===== config.mk =====
export PLATFORM = sky130hd
export DESIGN_NAME = mc_controller
export DESIGN_NICKNAME = d
export VERILOG_FILES = /design/src/rtl/mc_ctrl_pkg.sv /design/src/rtl/mc_cond_unit.sv /design/src/rtl/mc_controller.sv
export SDC_FILE = /design/constraint.sdc
export NUM_CORES = 1
export LEC_CHECK = 0
export ABC_AREA = 0
export BUFFER_PORTS_ARGS = -buffer_cell sky130_fd_sc_hd__buf_2
export CAP_MARGIN = 20
export CORE_ASPECT_RATIO = 1.75
export CORE_MARGIN = 3
export CORE_UTILIZATION = 30
export DETAILED_ROUTE_END_ITERATION = 12
export HOLD_SLACK_MARGIN = 0.08
export RECOVER_POWER = 25
export SLEW_MARGIN = 20
export SYNTH_ARGS = -nofsm -noshare
export SYNTH_HDL_FRONTEND = slang
export SYNTH_SLANG_ARGS = --single-unit
export TNS_END_PERCENT = 20

===== constraint.sdc =====
create_clock -name clk -period 2 [get_ports clk]
set_input_delay 0 -clock clk [delete_from_list [all_inputs] [get_ports clk]]
set_output_delay 0 -clock clk [all_outputs]
set_load 0.005 [all_outputs]

===== src/rtl/mc_ctrl_pkg.sv =====
// Shared encodings and data-processing decode for the multicycle control unit.
// Long multiplies (UMULL/SMULL) are decoded only when MC_MUL_LONG_EN is defined.
package mc_ctrl_pkg;

  typedef enum logic [3:0] {
    StFetch,
    StDecode,
    StMemAdr,
    StMemRd,
    StMemWb,
    StMemWr,
    StExecuteR,
    StExecuteI,
    StAluWb,
    StBranch
  } state_e;

`ifdef MC_MUL_LONG_EN
  localparam bit LongMulEn = 1'b1;
`else
  localparam bit LongMulEn = 1'b0;
`endif

  localparam logic [2:0] AluAdd   = 3'b000;
  localparam logic [2:0] AluSub   = 3'b001;
  localparam logic [2:0] AluAnd   = 3'b010;
  localparam logic [2:0] AluOrr   = 3'b011;
  localparam logic [2:0] AluMul   = 3'b100;
  localparam logic [2:0] AluUmull = 3'b101;
  localparam logic [2:0] AluSmull = 3'b110;

  localparam logic [1:0] SrcBReg  = 2'b00;
  localparam logic [1:0] SrcBImm  = 2'b01;
  localparam logic [1:0] SrcBFour = 2'b10;

  localparam logic [1:0] ResAluOut    = 2'b00;
  localparam logic [1:0] ResData      = 2'b01;
  localparam logic [1:0] ResAluResult = 2'b10;

  localparam logic [1:0] ImmRot8   = 2'b00;
  localparam logic [1:0] ImmOff12  = 2'b01;
  localparam logic [1:0] ImmBranch = 2'b10;

  localparam logic [1:0] OpDp     = 2'b00;
  localparam logic [1:0] OpMem    = 2'b01;
  localparam logic [1:0] OpBranch = 2'b10;

  localparam logic [3:0] CmdAnd   = 4'b0000;
  localparam logic [3:0] CmdSub   = 4'b0010;
  localparam logic [3:0] CmdAdd   = 4'b0100;
  localparam logic [3:0] CmdSmull = 4'b0110;
  localparam logic [3:0] CmdCmp   = 4'b1010;
  localparam logic [3:0] CmdOrr   = 4'b1100;

  localparam logic [3:0] MulTagCode = 4'b1001;

  localparam logic [3:0] CondEq = 4'b0000;
  localparam logic [3:0] CondNe = 4'b0001;
  localparam logic [3:0] CondCs = 4'b0010;
  localparam logic [3:0] CondCc = 4'b0011;
  localparam logic [3:0] CondMi = 4'b0100;
  localparam logic [3:0] CondPl = 4'b0101;
  localparam logic [3:0] CondVs = 4'b0110;
  localparam logic [3:0] CondVc = 4'b0111;
  localparam logic [3:0] CondHi = 4'b1000;
  localparam logic [3:0] CondLs = 4'b1001;
  localparam logic [3:0] CondGe = 4'b1010;
  localparam logic [3:0] CondLt = 4'b1011;
  localparam logic [3:0] CondGt = 4'b1100;
  localparam logic [3:0] CondLe = 4'b1101;
  localparam logic [3:0] CondAl = 4'b1110;

  typedef struct packed {
    logic       valid;
    logic [2:0] alu;
    logic       is_logic;
    logic       is_cmp;
    logic       is_long;
  } dp_dec_t;

  // Multiplies only exist in the register form (Funct[5]=0).
  function automatic dp_dec_t dp_decode(logic [5:0] funct, logic [3:0] multag);
    dp_dec_t    d;
    logic [3:0] cmd;
    cmd        = funct[4:1];
    d.valid    = 1'b1;
    d.alu      = AluAdd;
    d.is_logic = 1'b0;
    d.is_cmp   = 1'b0;
    d.is_long  = 1'b0;
    if (multag == MulTagCode && !funct[5]) begin
      unique case (cmd)
        CmdAnd:   d.alu = AluMul;
        CmdAdd:   begin d.alu = AluUmull; d.is_long = 1'b1; end
        CmdSmull: begin d.alu = AluSmull; d.is_long = 1'b1; end
        default:  d.valid = 1'b0;
      endcase
      if (d.is_long && !LongMulEn) d.valid = 1'b0;
    end else begin
      unique case (cmd)
        CmdAdd:  d.alu = AluAdd;
        CmdSub:  d.alu = AluSub;
        CmdCmp:  begin d.alu = AluSub; d.is_cmp = 1'b1; end
        CmdAnd:  begin d.alu = AluAnd; d.is_logic = 1'b1; end
        CmdOrr:  begin d.alu = AluOrr; d.is_logic = 1'b1; end
        default: d.valid = 1'b0;
      endcase
    end
    return d;
  endfunction

endpackage


===== src/rtl/mc_cond_unit.sv =====
// Combinational ARM condition-code check against a stored NZCV flag set.
module mc_cond_unit
  import mc_ctrl_pkg::*;
(
  input  logic [3:0] cond_i,
  input  logic [3:0] flags_i,
  output logic       condex_o
);

  logic n, z, c, v;
  assign {n, z, c, v} = flags_i;

  // 1111 falls into the default and is treated as never-execute.
  always_comb begin
    condex_o = 1'b0;
    unique case (cond_i)
      CondEq:  condex_o = z;
      CondNe:  condex_o = !z;
      CondCs:  condex_o = c;
      CondCc:  condex_o = !c;
      CondMi:  condex_o = n;
      CondPl:  condex_o = !n;
      CondVs:  condex_o = v;
      CondVc:  condex_o = !v;
      CondHi:  condex_o = c && !z;
      CondLs:  condex_o = !c || z;
      CondGe:  condex_o = (n == v);
      CondLt:  condex_o = (n != v);
      CondGt:  condex_o = !z && (n == v);
      CondLe:  condex_o = z || (n != v);
      CondAl:  condex_o = 1'b1;
      default: condex_o = 1'b0;
    endcase
  end

endmodule


===== src/rtl/mc_controller.sv =====
// Moore control FSM for the multicycle ARM-subset datapath, with NZCV flag storage.
// Defining MC_MUL_LONG_EN enables UMULL/SMULL and the RegWriteHi strobe.
module mc_controller
  import mc_ctrl_pkg::*;
(
  input  logic       clk,
  input  logic       reset,
  input  logic [3:0] Cond,
  input  logic [1:0] Op,
  input  logic [5:0] Funct,
  input  logic [3:0] Rd,
  input  logic [3:0] MulTag,
  input  logic [3:0] ALUFlags,
  output logic       PCWrite,
  output logic       MemWrite,
  output logic       RegWrite,
  output logic       RegWriteHi,
  output logic       IRWrite,
  output logic       AdrSrc,
  output logic [1:0] RegSrc,
  output logic       ALUSrcA,
  output logic [1:0] ALUSrcB,
  output logic [1:0] ResultSrc,
  output logic [1:0] ImmSrc,
  output logic [2:0] ALUControl
);

  state_e     state_q, state_d;
  logic [3:0] flags_q, flags_d;
  logic       condex_q, condex_d;
  logic       condex;
  dp_dec_t    dec;
  logic       dp_ok;
  logic       pcw, mw, rw, irw;

  assign dec = dp_decode(Funct, MulTag);
  // Long multiplies write Rd and Rd+1, so Rd must leave room below R14.
  assign dp_ok = dec.valid && !(dec.is_long && (Rd >= 4'd14));

  mc_cond_unit u_cond (
    .cond_i   (Cond),
    .flags_i  (flags_q),
    .condex_o (condex)
  );

  always_ff @(posedge clk) begin
    if (reset) begin
      state_q  <= StFetch;
      flags_q  <= 4'b0000;
      condex_q <= 1'b0;
    end else begin
      state_q  <= state_d;
      flags_q  <= flags_d;
      condex_q <= condex_d;
    end
  end

  always_comb begin
    state_d  = state_q;
    flags_d  = flags_q;
    condex_d = condex_q;
    unique case (state_q)
      StFetch: state_d = StDecode;
      StDecode: begin
        condex_d = condex;
        unique case (Op)
          OpDp: begin
            if (!dp_ok)        state_d = StFetch;
            else if (Funct[5]) state_d = StExecuteI;
            else               state_d = StExecuteR;
          end
          OpMem:    state_d = StMemAdr;
          OpBranch: state_d = StBranch;
          default:  state_d = StFetch;
        endcase
      end
      StMemAdr: state_d = Funct[0] ? StMemRd : StMemWr;
      StMemRd:  state_d = StMemWb;
      StMemWb:  state_d = StFetch;
      StMemWr:  state_d = StFetch;
      StExecuteR, StExecuteI: begin
        // Logic ops have no carry/overflow meaning, so C and V survive them.
        if (Funct[0] && condex_q) begin
          flags_d = dec.is_logic ? {ALUFlags[3:2], flags_q[1:0]} : ALUFlags;
        end
        state_d = dec.is_cmp ? StFetch : StAluWb;
      end
      StAluWb:  state_d = StFetch;
      StBranch: state_d = StFetch;
      default:  state_d = StFetch;
    endcase
  end

  always_comb begin
    pcw        = 1'b0;
    mw         = 1'b0;
    rw         = 1'b0;
    irw        = 1'b0;
    AdrSrc     = 1'b0;
    ALUSrcA    = 1'b0;
    ALUSrcB    = SrcBReg;
    ResultSrc  = ResAluOut;
    ALUControl = AluAdd;
    RegSrc     = {Op == OpMem, Op == OpBranch};
    unique case (Op)
      OpMem:    ImmSrc = ImmOff12;
      OpBranch: ImmSrc = ImmBranch;
      default:  ImmSrc = ImmRot8;
    endcase
    unique case (state_q)
      StFetch: begin
        irw       = 1'b1;
        pcw       = 1'b1;
        ALUSrcA   = 1'b1;
        ALUSrcB   = SrcBFour;
        ResultSrc = ResAluResult;
      end
      StDecode: begin
        ALUSrcA   = 1'b1;
        ALUSrcB   = SrcBFour;
        ResultSrc = ResAluResult;
      end
      StMemAdr: ALUSrcB = SrcBImm;
      StMemRd:  AdrSrc = 1'b1;
      StMemWb: begin
        ResultSrc = ResData;
        rw        = condex_q;
        pcw       = condex_q && (Rd == 4'd15);
      end
      StMemWr: begin
        AdrSrc = 1'b1;
        mw     = condex_q;
      end
      StExecuteR: ALUControl = dec.alu;
      StExecuteI: begin
        ALUSrcB    = SrcBImm;
        ALUControl = dec.alu;
      end
      StAluWb: begin
        // Keep the EXECUTE operand selects so the high product is still valid.
        ALUSrcB    = Funct[5] ? SrcBImm : SrcBReg;
        ALUControl = dec.alu;
        rw         = condex_q;
        pcw        = condex_q && (Rd == 4'd15);
      end
      StBranch: begin
        ALUSrcB   = SrcBImm;
        ResultSrc = ResAluResult;
        pcw       = condex_q;
      end
      default: ;
    endcase
  end

  assign PCWrite  = pcw && !reset;
  assign MemWrite = mw && !reset;
  assign RegWrite = rw && !reset;
  assign IRWrite  = irw && !reset;

`ifdef MC_MUL_LONG_EN
  assign RegWriteHi = (state_q == StAluWb) && condex_q && dec.is_long && !reset;
`else
  assign RegWriteHi = 1'b0;
`endif

endmodule


==> results of run 1 <==
flip-flops by register name, summed over array words and instances, names as in the netlist:
signal,cells
condex_q,1
state_q,4
flags_q,4
per-layer routing:
metal,vias up,wire length [um],global-route usage [%]
met1,471,933,13.0
met4,0,30,4.58
met3,4,101,2.72
met5,-,0,0
met2,26,1440,27.7
li1,520,-,-
where the power goes:
| part | leakage, nW | total (mW) | internal [mW] | switching [mW] |
|---|---|---|---|---|
| clock network | 0.0228 | 0.208 | 0.139 | 0.0693 |
| logic | 0.452 | 0.172 | 0.0845 | 0.0878 |
| registers | 0.0732 | 0.203 | 0.188 | 0.0149 |
synth_stat cells, types with 2 or more instances:
cell type / number
a211oi_1: 2
a21oi_1: 6
a22oi_1: 2
buf_4: 4
clkbuf_1: 5
dfxtp_1: 9
inv_1: 6
mux2i_1: 5
nand2_1: 4
nand2b_1: 4
nand4_1: 2
nor2_1: 13
nor2b_1: 4
nor3_1: 9
nor3b_1: 3
o21ai_0: 2
or3_1: 3
xnor2_1: 2
xor2_1: 5
stage by stage:
step	util [%]	power [mW]
finish	44.3	0.583
global route	44.3	0.622
CTS	44.2	0.587
detailed placement	39.4	0.367
global placement	39.4	0.364
floorplan	-	0.306
what timing repair did:
action	in CTS	in global routing
endpoints found under the hold margin	6	0
gates resized for setup	0	1
hold buffers	9	0
endpoints found under the setup margin	0	1
cell families after synthesis:
logic type	Yosys count
buffers and inverters	17
AND/OR/NAND/NOR	52
XOR/XNOR	7
AO/OA/AOI/OAI	28
flip-flops	9
multiplexers	5
other	1
critical path, cell delays in order, from the launching register on:
cell and delay [ps]:
dfxtp_1 300, buf_4 180, or3_4 410, nor3_1 190
o21ai_0 110, o41ai_1 70, dlygate4sd3_1 600
area by class of cell:
class | instances | share of cell area (%)
multi-input cells | 93 | 52.4
well taps | 27 | 2.71
inverters | 6 | 1.81
clock buffers | 4 | 3.61
flip-flops and latches | 9 | 14.5
repair buffers | 53 | 25.0
path summary, 6_finish.rpt:
kind	start	end	slack, ps	cells past startpoint
max reg2reg	state_q[2]	state_q[1]	80	6
min	Funct[5]	state_q[0]	110	3
min reg2reg	flags_q[0]	flags_q[0]	550	2
max	state_q[2]	state_q[1]	80	6
==> out/summary.txt, run 1 <==
Outcome: finished clean
Worst Hold Class: in -> reg
Nets: 192
# Post-CTS Setup Buffers: 0
Proportion of synthesized area in mux cells: 5.46%
Placed Instance Area: 1110 um^2
Die X: 47.8 um
Initial DRC Count: 17
Final wirelength: 2500 um
DR WL/cell: 13.0 um
Area of the multi-input gates: 653 um^2
Vias in the first global route: 961
Lkg Pwr: 0.548 nW
CP Capture Type: flop
Unrepaired setup endpoints after global routing: false
Initial Util: 32.5%
Cell area after synthesis: 916 um^2
Inst Count DP: 179
Final min period: 1920 ps
H-tree depth: 1
Pin count of the biggest net entering global routing: 14
Number of CTS-inserted buffers: 3
Fin Hold WS: 114 ps
Avg Vias per Cell: 5.32
Most used DFF post-synth: dfxtp_1
Yosys warns: 0
Total Routing Usage GR: 14.2%
Initial antenna violation count: 0
I/O pin count: 44
Critical path class: reg -> reg
Die area: 3780 um^2
Synth top area cells: dfxtp_1 20%, mux2i_1 5.5%, nor2_1 5.3%
Crit share post-route: 95.8%
Final Hold Fails: 0
Syn Nets: 145
Synth Area in Adders: 0%
Power per Cell Area: 468 nW/um^2
Global-route wire length before repair: 4010 um
CTS tree: yes
Number of max-cap violations: 0
Routability cong.: 0.713
Clock skew: 1.69 ps
Most frequent cells in the layout: 38 x buf_2, 13 x nor2_1, 9 x nor3_1, 9 x dfxtp_1, 9 x dlygate4sd3_1
Xor-xnor portion of the synthesized cell area: 6.69%
Clock transition at the registers of the reported paths: 50 ps
Largest family of logic cells by synthesized area: simple AND/OR/NAND/NOR gates
Slew Limit Fails: 0
Worst Path Arrival: 2090 ps
Final setup fails: 0
DRC viols: 0
ANT nets after route: 0
Yosys reg bits: 9
Post-synthesis async set-or-reset flop share: 0%
# diodes: 0
Rows: 25
Die H: 79.1 um
EDFF count, synth: 0
Dpl hpwl: 2010 um
Worst Setup Start Kind: flop
Maximum buffer depth of the clock tree: 2
Setup TNS Final: 0 ps
Largest fanout on the critical path: 11
Cell taking the most area after synthesis: dfxtp_1
Simple-Gate Fraction of Synth Area: 33.2%
DRT Pass-1 Iters: 4
Share of the synthesized area in the top cell type: 19.7%
Clock root buffer: clkbuf_8
Worst setup margin: 84.6 ps
Mapped Avg Cell Area: 7.70 um^2
Rel. slew slack: 65.6%
Total area of sequential cells: 180 um^2
Core area: 2820 um^2
Compound-gate portion of the synthesized area: 25.0%
Seq/Total Area, Yosys: 19.7%
Worst vdd ir: 0.000278 V
Pre-CTS setup slack: 384 ps
Total grt overflow: 0
Clock sink total: 9
Syn Inst Count: 119
Required @ worst endpoint: 2170 ps
Area Growth Syn to Fin: 36.1%
Port bufs: 42
Clk_lat worst skew: 230 ps
Leading cell type in the layout, fill and taps excluded: buf_2
Post-Layout Cell Count: 192
Finished layout cell area: 1250 um^2
Cell variety after synth: 48
Maximum clock frequency: 0.522 GHz
Via Count: 1021
Worst-Margin Slew: 514 ps
Share of layout cells above drive strength 1: 30.9%
Fill cells: 307
Note: power is estimated with default switching activity, not from simulation.
==> run 2, diff against run 1 <==
--- a/config.mk
+++ b/config.mk
@@ -12,8 +12,10 @@
 export CORE_MARGIN = 3
 export CORE_UTILIZATION = 30
 export DETAILED_ROUTE_END_ITERATION = 12
+export GPL_TIMING_DRIVEN = 0
 export HOLD_SLACK_MARGIN = 0.08
 export RECOVER_POWER = 25
+export SETUP_SLACK_MARGIN = 0.15
 export SLEW_MARGIN = 20
 export SYNTH_ARGS = -nofsm -noshare
 export SYNTH_HDL_FRONTEND = slang
==> run 2 against run 1 <==
  * Clock skew decreased by 1.3 ps
  * Combinational power increased by 9%
  * Highest routed layer unchanged
  * Core utilization increased by 0.40 points
  * Global-route usage increased by 0.48 points
==> out/summary.txt, run 2 (same netlist as run 1, synthesis figures left out) <==
Core area: 2820 um^2 (unchanged)
Maximum clock frequency: 0.584 GHz (+12%)
Worst Min Path Start: Funct[5]
Final Hold Fails: 0 (unchanged)
Int Pwr: 0.413 mW (+0.41%)
Initial Util: 32.5% (unchanged)
Final min period: 1710 ps (-203 ps)
Maximum buffer depth of the clock tree: 2 (unchanged)
Total Routing Usage GR: 14.6% (+0.48 points)
CTS tree: yes
Unrepaired setup endpoints after global routing: false
Comb pwr share: 31.7% (+2.1 points)
Lkg Pwr: 0.551 nW (+0.53%)
Slew Limit Fails: 0 (unchanged)
Worst reg-to-reg path cell count: 5 (-1)
Most frequent cells in the layout: 38 x buf_2, 13 x nor2_1, 9 x nor3_1, 9 x dfxtp_1, 8 x clkbuf_1
Area Growth Syn to Fin: 37.3%
Power per Cell Area: 470 nW/um^2 (+0.37%)
Util after Layout: 44.7% (+0.40 points)
Fin Hold WS: 109 ps (-4.99 ps)
Placed Instance Area: 1150 um^2 (+4.1%)
ANT nets after route: 0 (unchanged)
Clock root buffer: clkbuf_8
Required @ worst endpoint: 2000 ps (-170 ps)
Clock sink total: 9 (unchanged)
Clock share of power: 35.3% (-0.4 points)
Finished layout cell area: 1260 um^2 (+0.90%)
Initial DRC Count: 20 (+3)
Worst vdd ir: 0.000225 V (-19%)
Switch Pwr: 0.178 mW (+3.4%)
CTS-repair resized insts: 0 (unchanged)
Final setup fails: 0 (unchanged)
Die area: 3780 um^2 (unchanged)
DRC viols: 0 (unchanged)
End of the worst register-to-register path: flags_q[0]
Largest fanout on the critical path: 8 (-3)
I/O pin count: 44 (unchanged)
Largest regs: flags_q x4, state_q x4, condex_q x1
Number of CTS-inserted buffers: 3 (unchanged)
Seq pwr share: 33.0% (-1.8 points)
Worst Hold Class: in -> reg
Switching Share: 30.1% (+0.61 points)
Port bufs: 41 (-2.4%)
Worst Path Arrival: 1710 ps (-380 ps)
Crit share post-route: 85.6% (-10 points)
Global-route wire length before repair: 4080 um (+1.9%)
Die H: 79.1 um (unchanged)
Vias in the first global route: 995 (+3.5%)
DRT Pass-1 Iters: 4 (unchanged)
Worst Setup Start Kind: input pin
Outcome: finished clean
Share of layout cells above drive strength 1: 31.8% (+0.86 points)
# Post-CTS Setup Buffers: 0 (unchanged)
Rows: 25 (unchanged)
CP Capture Type: output pin
Setup TNS Final: 0 ps (unchanged)
Final wirelength: 2550 um (+1.8%)
Clock skew: 0.350 ps (-1.34 ps)
Number of max-cap violations: 0 (unchanged)
Avg Vias per Cell: 5.24 (-1.5%)
R2R Path Start: state_q[3]
Via Count: 1032 (+1.1%)
Total grt overflow: 0 (unchanged)
Initial antenna violation count: 0 (unchanged)
Post-CTS Hold Buffers: 6 (-3)
Hold endpoint: state_q[0]
Die X: 47.8 um (unchanged)
Cell count of the worst hold path: 3 (unchanged)
# diodes: 0 (unchanged)
H-tree depth: 1 (unchanged)
Pin count of the biggest net entering global routing: 11 (-3)
Routability cong.: 0.747 (+4.8%)
Dpl hpwl: 2080 um (+3.3%)
R2r setup slk: 390 ps (+310 ps)
Nets: 197 (+2.6%)
Clk_lat worst skew: 230 ps (about the same)
Pre-CTS setup slack: 375 ps (-8.75 ps)
DR WL/cell: 12.9 um (-0.79%)
Clock transition at the registers of the reported paths: 40 ps (about the same)
Worst setup margin: 288 ps (+203 ps)
Leading cell type in the layout, fill and taps excluded: buf_2
Critical path class: in -> out
## run 2: cell count changes in the layout (fill, tap and decap cells not counted)
| cell | previous run | this run |
|---|---|---|
| buf_4 | 2 | 3 |
| buf_6 | 0 | 1 |
| clkbuf_1 | 4 | 8 |
| clkbuf_4 | 0 | 1 |
| clkinv_2 | 0 | 1 |
| dlygate4sd3_1 | 9 | 6 |
| or3_1 | 2 | 3 |
| or3_4 | 1 | 0 |
## run 2: power groups by stage
| stage | logic, mW | registers (mW) | clock network (mW) |
|---|---|---|---|
| after floorplan | 0.109 | 0.196 | 0 |
| after global placement | 0.175 | 0.198 | 0 |
| after detailed placement | 0.179 | 0.198 | 0 |
| after CTS | 0.189 | 0.195 | 0.215 |
| after global routing | 0.211 | 0.195 | 0.225 |
| final | 0.187 | 0.195 | 0.208 |
## run 2: final cells by class
class,instances,area (um^2)
Buffer,11,65.1
Clock buffer,3,41.3
Clock inverter,1,5.00
Fill cell,312,1560
Inverter,6,22.5
Multi-Input combinational cell,93,648
Sequential cell,9,180
Tap cell,27,33.8
Timing Repair Buffer,47,262
## run 2: worst max-delay path by stage
stage                from          to  slack (ps)  depth (start not counted)
6_report            reset     PCWrite         290                          7
3_3_place_gp   state_q[3]  flags_q[1]         420                          5
5_1_grt             reset     PCWrite         210                          7
4_1_cts             reset     PCWrite         300                          7
2_1_floorplan  flags_q[0]    condex_q         570                          5
3_5_place_dp   state_q[3]  flags_q[0]         380                          5
## run 2: per-layer routing
| metal | track usage (%) | part of all wire [%] | vias to the layer above |
|---|---|---|---|
| met5 | 0 | 0 | - |
| met4 | 6.47 | 1.9 | 0 |
| met3 | 2.72 | 4.0 | 4 |
| met2 | 27.5 | 56 | 22 |
| met1 | 13.8 | 38 | 480 |
| li1 | - | - | 526 |
## run 2: critical path, stage by stage
cell and delay (ps):
dlygate4sd3_1 530, buf_2 180, or3_1 320, clkbuf_1 180
o22a_1 230, o32ai_1 120, buf_2 160
## run 2: through the flow
stage / cells / total power, mW
finish: 197 / 0.591
global route: 197 / 0.631
CTS: 197 / 0.598
detailed placement: 187 / 0.377
global placement: 187 / 0.373
floorplan: 119 / 0.306
